==> config.mk <==
export PLATFORM = sky130hd
export DESIGN_NAME = matrix_scan_capture
export DESIGN_NICKNAME = d
export VERILOG_FILES = /design/src/rtl/matrix_scan_pkg.sv /design/src/rtl/matrix_scan_capture_sync.sv /design/src/rtl/matrix_scan_capture.sv
export SDC_FILE = /design/constraint.sdc
export NUM_CORES = 1
export LEC_CHECK = 0
export CAP_MARGIN = 10
export CORE_ASPECT_RATIO = 0.7
export CORE_MARGIN = 2
export CORE_UTILIZATION = 51
export DETAILED_ROUTE_END_ITERATION = 12
export PLACE_DENSITY = 0.82
export SETUP_SLACK_MARGIN = 0.15
export SYNTH_ARGS = -nofsm -noshare
export SYNTH_HDL_FRONTEND = slang
export SYNTH_SLANG_ARGS = --single-unit
==> constraint.sdc <==
create_clock -name i_clk -period 5 [get_ports i_clk]
set_clock_uncertainty 0.05 [all_clocks]
set_input_delay 0.75 -clock i_clk [delete_from_list [all_inputs] [get_ports i_clk]]
set_output_delay 0.75 -clock i_clk [all_outputs]
set_load 0.05 [all_outputs]
==> src/rtl/matrix_scan_pkg.sv <==
// Shared types and constants for the 5x7 LED matrix scan monitor.
// Column-code decode helper returns the strobed column index plus a one-hot valid flag.
package matrix_scan_pkg;

  localparam int N_COLS  = 7;
  localparam int N_ROWS  = 5;
  localparam int FRAME_W = N_COLS * N_ROWS;

  typedef enum logic [1:0] {
    HUNT,
    CAPTURE,
    PUBLISH
  } state_t;

  typedef struct packed {
    logic       vld;
    logic [2:0] idx;
  } col_dec_t;

  function automatic col_dec_t col_onehot_to_idx(input logic [N_COLS-1:0] col_n);
    col_dec_t d;
    int       n_low;
    d     = '0;
    n_low = 0;
    for (int i = 0; i < N_COLS; i++) begin
      if (!col_n[i]) begin
        n_low++;
        d.idx = 3'(i);
      end
    end
    d.vld = (n_low == 1);
    return d;
  endfunction

endpackage

==> src/rtl/matrix_scan_capture_sync.sv <==
// Multi-stage input synchronizer with a configurable reset value; latency STAGES cycles.
// No backpressure: free-running shift chain.
module scan_sync #(
  parameter int             W       = 1,
  parameter int             STAGES  = 2,
  parameter logic [W-1:0]   RST_VAL = '0
) (
  input  logic         i_clk,
  input  logic         i_rst_n,
  input  logic [W-1:0] i_d,
  output logic [W-1:0] o_q
);

  logic [W-1:0] r_stg [STAGES];

  always_ff @(posedge i_clk or negedge i_rst_n) begin
    if (!i_rst_n) begin
      for (int i = 0; i < STAGES; i++) r_stg[i] <= RST_VAL;
    end else begin
      r_stg[0] <= i_d;
      for (int i = 1; i < STAGES; i++) r_stg[i] <= r_stg[i-1];
    end
  end

  assign o_q = r_stg[STAGES-1];

endmodule

==> src/rtl/matrix_scan_capture.sv <==
// Rebuilds 35-pixel frames from the active-low column strobes and row lines, checks scan order.
// Row sample SYNC_STAGES+SETTLE_CYCLES-1 edges after a column change; publish one cycle later; no backpressure.
module matrix_scan_capture
  import matrix_scan_pkg::*;
#(
  parameter int SYNC_STAGES   = 2,
  parameter int SETTLE_CYCLES = 4,
  parameter int ERR_W         = 8
) (
  input  logic                 i_clk,
  input  logic                 i_rst_n,
  input  logic [N_COLS-1:0]    i_col_n,
  input  logic [N_ROWS-1:0]    i_row,
  output logic [FRAME_W-1:0]   o_frame_data,
  output logic                 o_frame_valid,
  output logic                 o_frame_changed,
  output logic                 o_scan_err,
  output logic [ERR_W-1:0]     o_err_cnt,
  output logic [2:0]           o_cur_col
);

  localparam int              CNT_W     = 4;
  localparam logic [CNT_W-1:0] SETTLE_C = CNT_W'(SETTLE_CYCLES);
  localparam logic [2:0]      COL_FIRST = 3'(N_COLS - 1);

  logic [N_COLS-1:0]  w_col;
  logic [N_ROWS-1:0]  w_row;

  scan_sync #(.W(N_COLS), .STAGES(SYNC_STAGES), .RST_VAL({N_COLS{1'b1}})) u_sync_col (
    .i_clk   (i_clk),
    .i_rst_n (i_rst_n),
    .i_d     (i_col_n),
    .o_q     (w_col)
  );

  scan_sync #(.W(N_ROWS), .STAGES(SYNC_STAGES), .RST_VAL({N_ROWS{1'b0}})) u_sync_row (
    .i_clk   (i_clk),
    .i_rst_n (i_rst_n),
    .i_d     (i_row),
    .o_q     (w_row)
  );

  // w_cnt is the dwell age of the current code; it reads 0 on the cycle the code changes
  logic [N_COLS-1:0] r_col_prev;
  logic [CNT_W-1:0]  r_stab;
  logic [CNT_W-1:0]  w_cnt;
  logic              w_settled;
  logic              w_idle;
  col_dec_t          w_dec;

  assign w_cnt     = (w_col != r_col_prev) ? '0 : r_stab;
  assign w_settled = (w_cnt == SETTLE_C - 1'b1);
  assign w_idle    = &w_col;
  assign w_dec     = col_onehot_to_idx(w_col);

  always_ff @(posedge i_clk or negedge i_rst_n) begin
    if (!i_rst_n) begin
      r_col_prev <= '1;
      r_stab     <= '0;
    end else begin
      r_col_prev <= w_col;
      r_stab     <= (w_cnt == SETTLE_C) ? SETTLE_C : w_cnt + 1'b1;
    end
  end

  state_t     r_state, w_state_nxt;
  logic [2:0] r_exp, w_exp_nxt;
  logic       w_wr;
  logic       w_err;
  logic       w_last;

  always_ff @(posedge i_clk or negedge i_rst_n) begin
    if (!i_rst_n) begin
      r_state <= HUNT;
      r_exp   <= COL_FIRST;
    end else begin
      r_state <= w_state_nxt;
      r_exp   <= w_exp_nxt;
    end
  end

  always_comb begin
    w_state_nxt = r_state;
    w_exp_nxt   = r_exp;
    w_wr        = 1'b0;
    w_err       = 1'b0;
    w_last      = 1'b0;
    case (r_state)
      HUNT: begin
        if (w_settled && w_dec.vld && (w_dec.idx == COL_FIRST)) begin
          w_wr        = 1'b1;
          w_exp_nxt   = COL_FIRST - 3'd1;
          w_state_nxt = CAPTURE;
        end
      end
      CAPTURE: begin
        if (w_settled) begin
          if (w_dec.vld && (w_dec.idx == r_exp)) begin
            w_wr = 1'b1;
            if (r_exp == 3'd0) begin
              w_last      = 1'b1;
              w_state_nxt = PUBLISH;
            end else begin
              w_exp_nxt = r_exp - 3'd1;
            end
          end else if (!w_idle) begin
            w_err       = 1'b1;
            w_state_nxt = HUNT;
          end
        end
      end
      PUBLISH: begin
        w_exp_nxt   = COL_FIRST;
        w_state_nxt = CAPTURE;
      end
      default: w_state_nxt = HUNT;
    endcase
  end

  // Frame is assembled on the column-0 write so it is already visible in the PUBLISH cycle
  logic [N_ROWS-1:0]  r_shadow [N_COLS];
  logic [FRAME_W-1:0] w_frame_nxt;

  always_comb begin
    w_frame_nxt = '0;
    for (int c = 0; c < N_COLS; c++) w_frame_nxt[c*N_ROWS +: N_ROWS] = r_shadow[c];
    w_frame_nxt[N_ROWS-1:0] = w_row;
  end

  always_ff @(posedge i_clk or negedge i_rst_n) begin
    if (!i_rst_n) begin
      for (int c = 0; c < N_COLS; c++) r_shadow[c] <= '0;
    end else if (w_err) begin
      for (int c = 0; c < N_COLS; c++) r_shadow[c] <= '0;
    end else if (w_wr) begin
      r_shadow[w_dec.idx] <= w_row;
    end
  end

  logic [FRAME_W-1:0] r_frame;
  logic               r_fv;
  logic               r_fc;
  logic               r_err;
  logic [ERR_W-1:0]   r_err_cnt;
  logic [2:0]         r_cur_col;

  always_ff @(posedge i_clk or negedge i_rst_n) begin
    if (!i_rst_n) begin
      r_frame   <= '0;
      r_fv      <= 1'b0;
      r_fc      <= 1'b0;
      r_err     <= 1'b0;
      r_err_cnt <= '0;
      r_cur_col <= 3'd7;
    end else begin
      r_fv  <= w_last;
      r_fc  <= w_last && (w_frame_nxt != r_frame);
      r_err <= w_err;
      if (w_last) r_frame <= w_frame_nxt;
      if (w_err && !(&r_err_cnt)) r_err_cnt <= r_err_cnt + 1'b1;
      if (w_wr) r_cur_col <= w_dec.idx;
    end
  end

  assign o_frame_data    = r_frame;
  assign o_frame_valid   = r_fv;
  assign o_frame_changed = r_fc;
  assign o_scan_err      = r_err;
  assign o_err_cnt       = r_err_cnt;
  assign o_cur_col       = r_cur_col;

endmodule
### After elaboration in Yosys (flattened, before gate mapping)

Index checks and enable logic that the tools add are counted.

* add/subtract/negate cells: 9
* order comparisons: 2
* equal/unequal tests: 15
* mux-type cells: 43
* bitwise logic cells: 1
* reductions and logical operators: 15

Operators with widths (count)
* 32-bit by 2-bit adder with 32-bit output, second input constant: 6
* 32-bit 2-to-1 mux: 6
* 35-bit 2-to-1 mux: 2
* 35-bit bitwise mux: 1
* 35-bit inequality test: 1
* 32-bit by 2-bit == test with 1-bit output, second input constant: 1
* 3-bit 2-to-1 mux: 7
* 5-bit demux with 3-bit select: 1
* 2-bit 2-to-1 mux: 7
* 1-bit 2-to-1 mux: 13
* 3-bit one-hot mux with 3 select lines: 1
* 8-bit by 1-bit adder with 8-bit output, second input constant: 1
* 4-bit 2-to-1 mux: 2
* 2-bit inequality test, second input constant: 4
* 8-bit AND reduction: 1
* 7-bit inequality test: 1
* 7-bit AND reduction: 1
* 1-bit logical AND: 6
* 3-bit inequality test, second input constant: 2
* 2-bit one-hot mux with 3 select lines: 1
* 5-bit 2-to-1 mux: 1
* 5-bit AND reduction: 1
* 4-bit by 1-bit adder with 4-bit output, second input constant: 1
* 4-bit by 2-bit == test with 1-bit output, second input constant: 1
* 16 further kinds: 16

* register bits after elaboration: 124
* input port bits: 14
* word-level logic and storage cells: 106

### Logic depth before layout (Yosys ltp)

Gate-level depths: netlist of the first run.

* depth after elaboration: 20
* gate-level depth with buffers: 23
* mapped depth without buffers: 21

### Hierarchy

A second synthesis of the first run with hierarchy kept.

* cell total of the unflattened synthesis: 489
* area total of the unflattened synthesis: 5865.6 sq um

By module, submodules not included
* matrix_scan_capture: times used 1, cells an instance 453, area each 5157.4 sq um, sequential area each 2392.3 sq um
* scan_sync (u_sync_col): times used 1, cells an instance 21, area each 420.4 sq um, sequential area each 367.9 sq um
* scan_sync (u_sync_row): times used 1, cells an instance 15, area each 287.8 sq um, sequential area each 250.2 sq um

### Worst setup path after synthesis of the first run

No wires, ideal clock.

* path type: reg2reg
* start point: register u_sync_col.r_stg, in the netlist u_sync_col.o_q[0]
* end point: register r_frame[10] (netlist: o_frame_data[10])
* arrival: 4926 ps
* required time: 4825 ps
* path slack: -101 ps
* stages on the path, launching flop included: 23
* buffers on the path: 2
* period minus slack after synthesis: 5101 ps
* cell sequence: dfstp_2 -> inv_1 -> ha_1 -> xnor2_1 -> ha_1 -> nand2b_1 -> nand2_1 -> ha_1 -> nor2b_1 -> a21o_1 -> ha_1 -> inv_1 -> o21ai_0 -> ha_1 -> nor2b_1 -> xnor2_1 -> a221oi_1 -> o221ai_2 -> or3_1 -> or4_4 -> buf_6 -> buf_6 -> mux2_4

* cells in the longest elaborated chain, start to end: 18
* elaborated cells on any way between the ends: 21
* those cells by class: add/sub: 6; eq/ne: 3; mux: 11; reduce/logical: 1

Ends and longest elaborated chain
* start, declared: RTL line matrix_scan_capture_sync.sv:14 `logic [W-1:0] r_stg [STAGES];`
* 1-bit 2-to-1 mux: RTL line matrix_scan_pkg.sv:26 `if (!col_n[i]) begin`
* 32-bit by 2-bit adder with 32-bit output: RTL line matrix_scan_pkg.sv:27 `n_low++;`
* 32-bit 2-to-1 mux: RTL line matrix_scan_pkg.sv:26
* 32-bit by 2-bit adder with 32-bit output: RTL line matrix_scan_pkg.sv:27
* 32-bit 2-to-1 mux: RTL line matrix_scan_pkg.sv:26
* 32-bit by 2-bit adder with 32-bit output: RTL line matrix_scan_pkg.sv:27
* 32-bit 2-to-1 mux: RTL line matrix_scan_pkg.sv:26
* 32-bit by 2-bit adder with 32-bit output: RTL line matrix_scan_pkg.sv:27
* [... 2 more ...]
* 32-bit 2-to-1 mux: RTL line matrix_scan_pkg.sv:26
* 32-bit by 2-bit adder with 32-bit output: RTL line matrix_scan_pkg.sv:27
* 32-bit 2-to-1 mux: RTL line matrix_scan_pkg.sv:26
* 32-bit by 2-bit == test with 1-bit output: RTL line matrix_scan_pkg.sv:31 `d.vld = (n_low == 1);`
* 1-bit logical AND: RTL line matrix_scan_capture.sv:98 `if (w_dec.vld && (w_dec.idx == r_exp)) begin`
* 1-bit 2-to-1 mux: RTL line matrix_scan_capture.sv:98
* 1-bit 2-to-1 mux *: RTL line matrix_scan_capture.sv:97 `if (w_settled) begin`
* 1-bit 2-to-1 mux *: RTL line matrix_scan_capture.sv:88 `case (r_state)`
* end signal, assigned: RTL line matrix_scan_capture.sv:159 `if (w_last) r_frame <= w_frame_nxt;`
* end, declared: RTL line matrix_scan_capture.sv:140 `logic [FRAME_W-1:0] r_frame;`

Every way passes the cells marked *; elsewhere a longest branch is shown, timed or not.
A chain may end at the register's enable or synchronous reset.

### Worst setup path after layout of the first run

* start point: register u_sync_col.r_stg, in the netlist u_sync_col.o_q[1]
* end point: register r_frame[8] (netlist: o_frame_data[8])

* cells in the longest elaborated chain, start to end: 16
* elaborated cells on any way between the ends: 26
* those cells by class: add/sub: 5; eq/ne: 4; mux: 16; reduce/logical: 1

Ends and longest elaborated chain (RTL line)
* 32-bit 2-to-1 mux: matrix_scan_pkg.sv:26
* 32-bit by 2-bit adder with 32-bit output: matrix_scan_pkg.sv:27
* 32-bit 2-to-1 mux: matrix_scan_pkg.sv:26
* 32-bit by 2-bit adder with 32-bit output: matrix_scan_pkg.sv:27
* 32-bit 2-to-1 mux: matrix_scan_pkg.sv:26
* 32-bit by 2-bit adder with 32-bit output: matrix_scan_pkg.sv:27
* 32-bit 2-to-1 mux: matrix_scan_pkg.sv:26
* 32-bit by 2-bit adder with 32-bit output: matrix_scan_pkg.sv:27
* 32-bit 2-to-1 mux: matrix_scan_pkg.sv:26
* 32-bit by 2-bit adder with 32-bit output: matrix_scan_pkg.sv:27
* 32-bit 2-to-1 mux: matrix_scan_pkg.sv:26
* 32-bit by 2-bit == test with 1-bit output: matrix_scan_pkg.sv:31
* 1-bit logical AND: matrix_scan_capture.sv:98
* 1-bit 2-to-1 mux: matrix_scan_capture.sv:98
* 1-bit 2-to-1 mux *: matrix_scan_capture.sv:97
* 1-bit 2-to-1 mux *: matrix_scan_capture.sv:88

Marked as above.

==> results of run 1 <==
==> area by class of cell <==
class	instances	share of cell area (%)
Sequential cell	119	38.85
Clock buffer	21	6.071
Clock inverter	11	1.889
Multi-Input combinational cell	345	36.06
Timing Repair Buffer	100	13.89
Tap cell	153	2.471
Inverter	16	0.7751
==> placed cells by master (no fill, tap or decap), types with 21 or more instances in the layout <==
master,count
a21oi_1,34
buf_4,28
clkdlybuf4s50_1,61
dfrtp_1,93
dfstp_2,26
mux2_4,29
nand2_1,21
nand3_1,34
o21ai_0,28
xnor2_1,45
==> stage by stage <==
stage	hold slack (ns)	worst slack [ns]	power [mW]
floorplan	0.2812	0.1953	1.269
detailed placement	0.2895	-0.04023	1.368
global placement	0.2839	0.1945	1.351
CTS	0.3029	0.02701	2.672
finish	0.3026	0.07093	2.714
global route	0.3035	-0.03426	2.807
==> routing by layer <==
layer	GRT usage, %	wire, um
met3	5.962	954
met5	0	0
met2	40.92	7009
met1	33.51	6511
met4	9.149	246
==> registers in the layout (all words and copies together), names as in the netlist <==
| register | count |
|---|---|
| o_cur_col | 3 |
| o_err_cnt | 8 |
| o_frame_changed | 1 |
| o_frame_data | 35 |
| o_frame_valid | 1 |
| o_scan_err | 1 |
| r_col_prev | 7 |
| r_exp | 3 |
| r_shadow | 30 |
| r_stab | 4 |
| r_state | 2 |
| u_sync_col.o_q | 7 |
| u_sync_col.r_stg | 7 |
| u_sync_row.o_q | 5 |
| u_sync_row.r_stg | 5 |
==> critical path: stages (launching register included) <==
cell      delay [ns]
dfstp_2         0.55
inv_2           0.06
ha_4            0.27
xnor2_4         0.19
ha_4            0.24
nand2b_4        0.08
nand2_4         0.06
ha_4            0.21
nor2b_4         0.12
a21o_1          0.21
buf_4           0.14
buf_4           0.12
nand2_1         0.08
o21ai_2         0.06
ha_2            0.19
nor2b_4         0.13
xnor2_2         0.16
a221oi_2        0.23
o221ai_2        0.16
or3_4           0.39
or4_4           0.47
buf_12          0.18
buf_16          0.15
mux2_4          0.29
==> worst max-delay path by stage <==
stage,slack (ns),endpoint,startpoint
5_1_grt,-0.03,o_frame_data[27],u_sync_col.o_q[1]
4_1_cts,0.03,o_frame_data[21],u_sync_col.o_q[0]
3_5_place_dp,-0.04,o_frame_data[16],u_sync_col.o_q[0]
3_3_place_gp,0.19,o_frame_data[29],u_sync_col.o_q[1]
6_report,0.07,o_frame_data[8],u_sync_col.o_q[1]
2_1_floorplan,0.20,o_frame_data[10],u_sync_col.o_q[1]
==> kinds of logic after synthesis <==
| family | count (synthesis) | share of synthesized area (%) |
|---|---|---|
| AOI/OAI and AO/OA | 100 | 9.981 |
| xor gates and xnor gates | 55 | 8.757 |
| adders and majority gates | 15 | 3.220 |
| buffers and inverters | 44 | 3.456 |
| DFF | 119 | 51.64 |
| muxes | 45 | 10.39 |
| and+or+nand+nor | 130 | 12.56 |
==> repair_timing <==
item	CTS	global route
pin swaps	12	10
cloned	6	0
resized for setup	16	30
setup endpoints to repair	67	76
setup buffers	18	5
==> power groups by stage <==
stage / logic (mW) / registers, mW / clock network, mW
detailed placement: 0.312 / 1.06 / 0
global route: 0.434 / 1.04 / 1.33
CTS: 0.361 / 1.04 / 1.27
floorplan: 0.233 / 1.04 / 0
global placement: 0.298 / 1.05 / 0
finish: 0.402 / 1.04 / 1.27
==> run metrics, run 1 <==
WP data arrival between 5 and 6 ns; via count approximately 4500; Synth top cells by count dfrtp_1 (93), xnor2_1 (47), o21ai_0 (42), a21oi_1 (35), nand3_1 (34); status finished, final reports clean; vias per inst about 5.9; Synth Register Bits around 120; DRC 0; hold endpoint u_sync_row.o_q[2]; Int Pwr approximately 2.0 mW; Clock Tree Root clkbuf_16; Design Area, Final 7749 um^2; post-synthesis cell area just under 6000 um^2; Syn-to-layout area delta 32.93%; EDFF count, synth 0; hold path depth 0; TNS Setup 0 ns; io pins 63; Req. time, crit path roughly 5.3 ns; CP Launch Type register; peak supply drop 223.1 uV; row cnt 32; multi-input gate area in the final layout between 2000 and 3000 um^2; Cells after DPL around 700; number of global-route vias before repair roughly 4600; RSZ-0062 raised after global routing yes; initial DRC count 405; Clk pin slew, worst setup/hold paths ~0.05 ns; Skew-Pair Late Insertion Delay around 0.42 ns; ys flop type dfrtp_1; Antenna Nets Post-Route 0; Max FO, Critical Path 5; CTS HTree Levels 4; Tightest Hold Check Type register to register; clock network fraction of total power about 47%; worst-margin pin slew around 0.96 ns; first-pass GRT wire length roughly 24000 um; grt total ovfl 0; Layout Cells excl Fill around 770; max-cap violation count 0; hold path start u_sync_row.r_stg[7]; Post-Route WL 14720 um; clk buf depth 2; RR Endpoint o_frame_data[8]; Setup violations, final 0; Sw Pwr 699.1 uW; Mapped Cells 508; top cell type by total area after synthesis dfrtp_1; Clock Sinks 119; number of diodes 0; Initial Utilization around 53%; Placed Area 6623 um^2; cell depth of the worst flop-to-flop path 23; Synth async-reset ratio 100.0%; Fillers between 700 and 800; WL per Instance 19.24 um; final core occ between 60% and 70%; area of the die 12320 um^2; count leader, synth dfrtp_1; minimum clock period a little under 5 ns; maximum achievable frequency between 200 and 250 MHz; Placer Congestion 0.8616; critical path type register to register; largest net degree at the start of global routing 77; sequential power share 38.3%; 1st-pass router iterations 5; GRT Total Usage between 20% and 30%; r2r setup slk between 0.07 and 0.08 ns; Final Cycle Share ~99%; Cell variety after synth between 50 and 60; switching share of power about a quarter; worst rel slew slack 36.21%; Yosys top cell area share 39.92%; Pwr Density around 350 nW/um^2; CTS tree yes; die extent in y roughly 93 um; initial antenna violation count 0; yosys warns 0; number of buffers created by CTS 17; hold_buf cts 0; Port Buffers 62; CP Capture Type register; leak pwr between 3 and 4 nW; Comb pwr share roughly 15%; top post-synthesis cells by area dfrtp_1 (40%), dfstp_2 (12%), mux2_4 (7.2%); Die Span X about 130 um; worst reg2reg path startpoint u_sync_col.o_q[1]; Sequential cell area 3010 um^2; Post-Syn Nets roughly 540; Fin. Hold Viols 0; register area share after synthesis about 52%; DP Wirelength slightly below 9000 um; synthesized area per cell around 11 um^2; core box area between 10000 and 15000 um^2; layout cells sized above 1 ~27%; count of final max-slew check failures 0; fin nets around 630
Note: power is estimated with default switching activity, not from simulation.
==> inputs of run 2 (changes only) <==
--- a/config.mk
+++ b/config.mk
@@ -10,6 +10,8 @@
 export CORE_MARGIN = 2
 export CORE_UTILIZATION = 51
 export DETAILED_ROUTE_END_ITERATION = 12
+export HOLD_SLACK_MARGIN = 0.08
+export MAX_ROUTING_LAYER = met4
 export PLACE_DENSITY = 0.82
 export SETUP_SLACK_MARGIN = 0.15
 export SYNTH_ARGS = -nofsm -noshare
==> run metrics, run 2 (synthesis gave the netlist of run 1 again) <==
critical path type register to register; maximum achievable frequency 202.0 MHz (-0.42%); Layout Cells excl Fill 765 (unchanged); leak pwr 3.435 nW (about the same); CTS HTree Levels 4 (unchanged); clock network fraction of total power 46.8% (about the same); Setup violations, final 0 (unchanged); peak supply drop 221.1 uV (-0.93%); Comb pwr share 14.8% (about the same); RSZ-0062 raised after global routing yes; Syn-to-layout area delta 33.01% (about the same); DRC 0 (unchanged); WL per Instance 19.29 um (+0.24%); grt total ovfl 0 (unchanged); number of global-route vias before repair 4607 (+0.33%); hold_buf cts 0 (unchanged); Clk pin slew, worst setup/hold paths 0.05 ns (about the same); Slowest Stage Delay on Critical Path 0.55 ns (about the same); max-cap violation count 0 (unchanged); initial DRC count 528 (+30%); largest net degree at the start of global routing 77 (unchanged); Skew-Pair Late Insertion Delay 0.41 ns (about the same); worst-margin pin slew 0.9626 ns (+0.005662 ns); slowest cell on the critical path dfstp_2; first-pass GRT wire length 23980 um (unchanged); Cells after DPL 704 (unchanged); die extent in y 93.45 um (unchanged); WP data arrival 5.20 ns (+0.02 ns); CP Capture Type register; count of final max-slew check failures 0 (unchanged); sequential power share 38.4% (about the same); Tightest Hold Check Type register to register; number of buffers created by CTS 17 (unchanged); Largest register FFs 35 (unchanged); layout cells sized above 1 26.96% (-0.16 points); DP Wirelength 8711 um (unchanged); Die Span X 131.8 um (unchanged); status finished, final reports clean; Initial Utilization 52.56% (unchanged); commonest cells after routing, fill and taps aside dfrtp_1 (93), clkdlybuf4s50_1 (61), xnor2_1 (45), a21oi_1 (35), nand3_1 (34); 1st-pass router iterations 5 (unchanged); vias per inst 5.817 (-0.80%); Placer Congestion 0.8755 (+1.6%); minimum clock period 4.950 ns (+0.02082 ns); worst rel slew slack 35.83% (-0.38 points); most used cell, CP ha_4; Int Pwr 2.015 mW (about the same); Fin. Hold Viols 0 (unchanged); fin nets 628 (unchanged); crit path cell chain inv_2 -> ha_4 -> xnor2_4 -> ha_4 -> nand2b_4 -> nand2_4 -> ha_4 -> nor2b_4 -> a21o_1 -> buf_4 -> buf_4 -> nand2_1 -> o21ai_2 -> ha_2 -> nor2b_4 -> xor2_1 -> a21oi_1 -> o221ai_2 -> or3_4 -> or4_4 -> buf_12 -> buf_16 -> mux2_4; TNS Setup 0 ns (unchanged); Port Buffers 62 (unchanged); most common cell after layout, fill and taps aside dfrtp_1; number of diodes 0 (unchanged); Antenna Nets Post-Route 0 (unchanged); final core occ 69.91% (about the same); area of the die 12320 um^2 (unchanged); switching share of power 25.61% (-0.15 points); io pins 63 (unchanged); Sw Pwr 693.6 uW (-0.79%); Pwr Density 349.3 nW/um^2 (-0.28%); Clock Tree Root clkbuf_16; clk buf depth 2 (unchanged); Req. time, crit path 5.25 ns (about the same); via count 4450 (-0.80%); CP Launch Type register; core box area 11090 um^2 (unchanged); Clock Sinks 119 (unchanged); CTS tree yes; GRT Total Usage 26.01% (+0.77 points); initial antenna violation count 0 (unchanged); Final Cycle Share 99.00% (+0.42 points); Max FO, Critical Path 5 (unchanged); row cnt 32 (unchanged); r2r setup slk 0.05 ns (-0.02 ns); Post-Route WL 14760 um (+0.24%)
## run 2: changes by cell type in the layout (fill, tap and decap cells not counted)
| cell | delta |
|---|---|
| o21ai_1 | +1 |
| o21ai_0 | -1 |
| a21oi_2 | -1 |
| a21oi_1 | +1 |
| a31oi_4 | +1 |
| a31oi_2 | -1 |
## run 2: stage by stage
stage | power, mW | cell area, um^2 | setup WS, ns | hold WS [ns]
after floorplan | 1.269 | 5879 | 0.1953 | 0.2812
after global placement | 1.351 | 6623 | 0.1945 | 0.2839
after detailed placement | 1.368 | 6623 | -0.04023 | 0.2895
after CTS | 2.672 | 7625 | 0.02701 | 0.3029
after global routing | 2.807 | 7754 | -0.02959 | 0.3035
final | 2.708 | 7754 | 0.05011 | 0.3029
## run 2: area by class of cell
class / instances / area (um^2)
multi-input cells: 345 / 2799
fillers: 767 / 3337
flip-flops and latches: 119 / 3010
clock inverters: 11 / 146.4
clock buffers: 21 / 470.5
repair buffers: 100 / 1076
inverters: 16 / 60.06
well taps: 153 / 191.4
## run 2: what timing repair did
item | in CTS | in global routing
resized for setup | 16 | 31
endpoints found under the setup margin | 67 | 76
cloned | 6 | 0
pin swaps | 12 | 10
buffers inserted | 18 | 5
## run 2: final timing paths
kind                                startpoint  cells after the start           endpoint
max                          u_sync_col.o_q[1]                     23   o_frame_data[21]
min                        u_sync_row.r_stg[7]                      0  u_sync_row.o_q[2]
max reg2reg                  u_sync_col.o_q[1]                     23   o_frame_data[21]
min reg2reg                u_sync_row.r_stg[7]                      0  u_sync_row.o_q[2]
max in group asynchronous              i_rst_n                      2       o_cur_col[1]
min in group asynchronous              i_rst_n                      1   o_frame_data[28]
## run 2: routing by layer
layer  vias to the layer above  wire, um  part of all wire, %  global-route usage [%]
li1                       1997         -                    -                       -
met1                      2251      6599                   45                   33.48
met4                         0       231                  1.6                   8.152
met5                         -         0                    0                       -
met2                       177      7041                   48                   41.10
met3                        25       884                  6.0                   6.558
## run 2: power by group through the flow
stage	Sequential, mW	Combinational (mW)	Clock, mW
after floorplan	1.04	0.233	0
after global placement	1.05	0.298	0
after detailed placement	1.06	0.312	0
after CTS	1.04	0.361	1.27
after global routing	1.04	0.434	1.33
final	1.04	0.400	1.27
## run 2: critical path: cells and delay by family (launching register included)
| kind | cells | cell delay [ns] |
|---|---|---|
| flops | 1 | 0.55 |
| mux | 1 | 0.29 |
| buf+inv | 5 | 0.65 |
| simple gates | 7 | 1.34 |
| fa+ha+maj | 4 | 0.91 |
| xor+xnor | 2 | 0.39 |
| compound gates | 4 | 0.65 |
